--- config.mk ---
export PLATFORM = sky130hd
export DESIGN_NAME = fetch_queue
export DESIGN_NICKNAME = d
export VERILOG_FILES = /design/src/rtl/fetch_queue_pkg.sv /design/src/rtl/fetch_queue_ram.sv /design/src/rtl/fetch_queue.sv
export SDC_FILE = /design/constraint.sdc
export NUM_CORES = 1
export LEC_CHECK = 0
export CAP_MARGIN = 30
export CORE_ASPECT_RATIO = 0.7
export CORE_MARGIN = 2
export CORE_UTILIZATION = 33
export CTS_BUF_LIST = sky130_fd_sc_hd__clkbuf_16
export DETAILED_ROUTE_END_ITERATION = 10
export HOLD_SLACK_MARGIN = 0.1
export PLACE_DENSITY = 0.51
export SYNTH_ARGS = -nofsm -noshare
export SYNTH_HDL_FRONTEND = slang
export SYNTH_HIERARCHICAL = 1
export SYNTH_SLANG_ARGS = --single-unit
--- constraint.sdc ---
create_clock -name clk -period 19.5 [get_ports clk]
set_clock_uncertainty 0.15 [all_clocks]
set_input_delay 2.925 -clock clk [delete_from_list [all_inputs] [get_ports clk]]
set_output_delay 2.925 -clock clk [all_outputs]
set_load 0.02 [all_outputs]
--- src/rtl/fetch_queue_pkg.sv ---
// Shared types and constants for the instruction fetch queue.
// Defines the stored entry layout and the queue-wide macros.
`ifndef FQ_DEFINES_SV
`define FQ_DEFINES_SV
`define NOP_INSTR 32'h0000_0000
`define FQ_DEPTH 4
`endif

package fetch_queue_pkg;

    localparam int FQ_DEPTH = `FQ_DEPTH;
    localparam logic [31:0] NOP_INSTR = `NOP_INSTR;

    typedef struct packed {
        logic [31:0] pc;
        logic [31:0] pc4;
        logic [31:0] instr;
    } fq_entry_t;

    localparam int ENTRY_W = $bits(fq_entry_t);

endpackage

--- src/rtl/fetch_queue_ram.sv ---
// Register array backing the fetch queue.
// One synchronous write port, one asynchronous read port.
module fq_ram #(
    parameter int DEPTH = 4,
    parameter int AW    = 2,
    parameter int W     = 96
) (
    input  logic          clk,
    input  logic          we,
    input  logic [AW-1:0] waddr,
    input  logic [W-1:0]  wdata,
    input  logic [AW-1:0] raddr,
    output logic [W-1:0]  rdata
);

    logic [W-1:0] mem [DEPTH];

    // Storage is never cleared; only the pointers define what is live.
    always_ff @(posedge clk) begin
        if (we) begin
            mem[waddr] <= wdata;
        end
    end

    assign rdata = mem[raddr];

endmodule

--- src/rtl/fetch_queue.sv ---
// In-order fetch-to-decode queue with valid/ready on both sides.
// Flush or reset empties the queue on the next edge.
module fetch_queue
    import fetch_queue_pkg::*;
#(
    parameter int DEPTH = `FQ_DEPTH,
    parameter int PTR_W = $clog2(DEPTH)
) (
    input  logic             clk,
    input  logic             rst_n,
    input  logic             in_valid,
    output logic             in_ready,
    input  logic [31:0]      in_pc,
    input  logic [31:0]      in_pc4,
    input  logic [31:0]      in_instr,
    input  logic             flush,
    output logic             out_valid,
    input  logic             out_ready,
    output logic [31:0]      out_pc,
    output logic [31:0]      out_pc4,
    output logic [31:0]      out_instr,
    output logic [PTR_W:0]   count,
    output logic             full,
    output logic             empty
);

    logic [PTR_W-1:0] wr_ptr;
    logic [PTR_W-1:0] rd_ptr;
    logic [PTR_W:0]   count_q;
    logic             push;
    logic             pop;
    fq_entry_t        wr_entry;
    fq_entry_t        rd_entry;
    logic [ENTRY_W-1:0] rd_bits;

    assign count     = count_q;
    assign full      = (count_q == (PTR_W+1)'(DEPTH));
    assign empty     = (count_q == '0);
    assign in_ready  = !full;
    assign out_valid = !empty;

    assign push = in_valid && in_ready && !flush;
    assign pop  = out_valid && out_ready && !flush;

    assign wr_entry.pc    = in_pc;
    assign wr_entry.pc4   = in_pc4;
    assign wr_entry.instr = in_instr;

    fq_ram #(
        .DEPTH (DEPTH),
        .AW    (PTR_W),
        .W     (ENTRY_W)
    ) u_ram (
        .clk   (clk),
        .we    (push),
        .waddr (wr_ptr),
        .wdata (wr_entry),
        .raddr (rd_ptr),
        .rdata (rd_bits)
    );

    assign rd_entry = fq_entry_t'(rd_bits);

    // Pointer and occupancy update; pointers wrap via natural overflow.
    always_ff @(posedge clk) begin
        if (!rst_n || flush) begin
            wr_ptr  <= '0;
            rd_ptr  <= '0;
            count_q <= '0;
        end else begin
            if (push) begin
                wr_ptr <= wr_ptr + 1'b1;
            end
            if (pop) begin
                rd_ptr <= rd_ptr + 1'b1;
            end
            count_q <= count_q + (PTR_W+1)'(push) - (PTR_W+1)'(pop);
        end
    end

    // Head entry to decode, forced to zero/NOP when nothing is queued.
    always_comb begin
        out_pc    = rd_entry.pc;
        out_pc4   = rd_entry.pc4;
        out_instr = rd_entry.instr;
        if (empty) begin
            out_pc    = 32'h0;
            out_pc4   = 32'h0;
            out_instr = NOP_INSTR;
        end
    end

endmodule

==> key figures <==
Outcome
  • Outcome: completed

Synth
  • Post-synth top area cell: edfxtp_1
  • Synth Flop Type: edfxtp_1
  • Largest family of logic cells by synthesized area: multiplexers
  • YS warnings: 6
  • Synth area leaders: edfxtp_1 (77%), mux4_2 (14%), and2_1 (3.1%)
  • Synth top area share: 77.0%
  • Cell Area, Synth: 15000 um^2
  • EDFF count, synth: 384
  • Seq cells post-synth: 391
  • Async SR Flop Fraction: 0%
  • Post-synthesis compound-gate area fraction: less than 1%
  • Mux contribution to synthesized area: 14.4%
  • Netlist cell types: 25
  • Synthesized Nets: 760
  • Post-synthesis adder-cell area fraction: 0.301%
  • Synthesized instance count: 656
  • Synthesized area per cell: about 23 um^2
  • XOR/XNOR share of the synthesized area: 0.176%
  • Top post-synthesis cells by count: edfxtp_1 (384), mux4_2 (96), and2_1 (75), and2_4 (23)
  • Sequential element share of the synthesized area: 78.0%
  • Most common cell in the netlist: edfxtp_1
  • Post-synthesis simple-gate area fraction: 5.16%

STA
  • Slew Limit Headroom: a little over a third
  • Tmin final: roughly 6500 ps
  • RSZ-0062 raised after global routing: false
  • Final setup viols: 0
  • Final TNS setup: 0 ps
  • Fin crit share: 33.2%
  • Fmax: roughly 150 MHz
  • Hold Vio Cnt, Final: 0
  • Final worst slack: 13020 ps
  • Hold WS: 404 ps
  • Slew Viols, Final: 0
  • Slew @ Worst Pin: 960 ps

Final layout
  • Fill cell count: around 4000
  • Final instance area: 19000 um^2
  • Proportion of layout cells with a drive suffix above 1: 21.1%
  • Nets: approximately 990
  • Inserted Diodes: 0
  • Area grow syn2layout: 26.9%

Setup path
  • Top delay family on crit path: buffers and inverters
  • Setup crit end kind: output pin
  • Req. time, crit path: 16430 ps
  • Critical path class: flop to output pin
  • Crit path max-delay cell type: buf_4
  • CP Launch Type: flop
  • CP Data Arrival Time: 3410 ps
  • CP Buf/Inv Count: 2
  • Crit-path cells: buf_4 -> mux4_2 -> and2_1 -> clkdlybuf4s50_1
  • CP Max Fanout: 57
  • Critical Path Max Stage Delay: approximately 800 ps
  • Critical path origin: rd_ptr[1]
  • RR Startpoint: count[1]

Power
  • PD cells: 95.2 nW/um^2
  • VDD IR-drop max: 0.0000525 V
  • Pleak: 5.93 nW

Clock network
  • Resize count post-CTS: 0
  • Clock-pin slew on the worst setup and hold paths: 60 ps
  • Clock sink count: 391
  • Setup Buffers After CTS: 0
  • Max Root-Sink Buffers: 3
  • CTS Hold Bufs: 0
  • CTS root buffer: clkbuf_16
  • Htree depth: 2
  • Skew-Pair Late Insertion Delay: 530 ps
  • Total CTS buffers: 41
  • TritonCTS clock tree: built

Placed design
  • Post-Place Cell Area: 17700 um^2
  • DP Worst Slack: 13300 ps
  • RD Place Congestion: a little over 0.7
  • HPWL Detailed: between 15 and 20 mm
  • IO buf count: 203

Floorplan
  • Std cell rows: 65
  • Die Y: about 180 um
  • Initial Util: approximately a third
  • Core box area: 44900 um^2
  • Total Die Area: 47100 um^2
  • IO Count: approximately 200
  • Die Wd: 259 um

Routing
  • Total Wirelength: 32.1 mm
  • DRT antenna net count: 0
  • Wire per inst: 21.2 um
  • First-pass iteration count of the detailed router: 5
  • Via density: approximately 4.6
  • Vias: 7003
  • # DRC: 0
  • Initial detailed-routing violation count: between 400 and 500

Run
  • MaxCap Viol Count: 0

Global route
  • Initial antenna violation count: 3
  • Largest net degree at the start of global routing: 64
  • GRT overflow: 0
  • Vias in the first global route: 7544
  • Total GRT Usage: a little over an eighth
  • First-pass GRT wire length: a little under 50 mm

Hold path
  • Hold Startpoint: wr_ptr[1]
  • Worst hold-check path type: flop to flop
-- sequential cells by signal, indices dropped and copies added, names as in the netlist --
register   count
count          3
rd_ptr         2
u_ram/mem    384
wr_ptr         2
-- cell usage in the layout (no fill, tap or decap) --
master           count
and2_4              23
o21ai_0              3
inv_6                2
clkinv_2             2
clkbuf_16           41
buf_16               2
ha_1                 2
a21oi_1              3
dfxtp_1              5
xor2_1               1
and3b_4              2
clkinvlp_4           4
edfxtp_1           384
o31ai_1              1
nor3b_2              1
dfxtp_4              2
mux4_2              96
nor2_1               4
or3_4                1
clkinv_1            14
bufinv_16            5
nand2b_1             1
inv_1               12
nand2_1              3
and2_1              75
and3_4               1
buf_4               10
xnor2_1              2
clkdlybuf4s50_1    203
nor2b_1              1
or3_1                4
fa_1                 1
-- cells by family after synthesis --
group                    count (synthesis)
AO/OA/AOI/OAI                            7
buffers and inverters                   40
multiplexers                            96
adder cells (fa/ha/maj)                  3
XOR/XNOR                                 3
flip-flops                             391
AND/OR/NAND/NOR                        116
-- power breakdown --
part           internal, W  leakage, nW  switching, W
Combinational    0.0000559         1.74     0.0000529
Sequential        0.000938         3.55    0.00000394
Clock             0.000448        0.642      0.000308
Total              0.00144         5.93      0.000365
-- worst paths after layout --
| path | end | slack [ps] | cells after the start |
|---|---|---|---|
| setup / recovery | out_pc4[24] | 13020 | 4 |
| hold / removal | wr_ptr[1] | 400 | 2 |
| setup reg to reg | u_ram/mem[0][93] | 16190 | 8 |
| hold reg to reg | wr_ptr[1] | 400 | 2 |
-- routing by layer --
metal	up-vias	part of all wire, %	global-route usage [%]
met5	-	0.10	0
met4	6	1.4	3.24
met3	44	4.4	3.19
met2	133	50	22.9
met1	3690	44	18.2
li1	3130	-	-
-- layout make-up --
class	count	area, um^2	area share [%]
repair buffers	215	2160	11.4
inverters	7	26.3	0.138
flip-flops and latches	391	11700	61.5
multi-input cells	225	3070	16.1
clock inverters	32	279	1.47
clock buffers	41	1030	5.40
well taps	603	754	3.97
-- tightest hold or removal path, delay by kind of cell (launching register included) --
family	cells	cell delay, ps
flip-flops	1	360
AO/OA/AOI/OAI	2	150
-- through the flow --
stage / util [%] / cells / total power [W]
2_1_floorplan: - / 656 / 0.00101
3_3_place_gp: 39.3 / 1439 / 0.00107
3_5_place_dp: 39.4 / 1441 / 0.00107
4_1_cts: 42.3 / 1514 / 0.00184
5_1_grt: 42.3 / 1514 / 0.00188
6_report: 42.3 / 1514 / 0.00181
No activity file was read; power rests on OpenSTA's default activity.
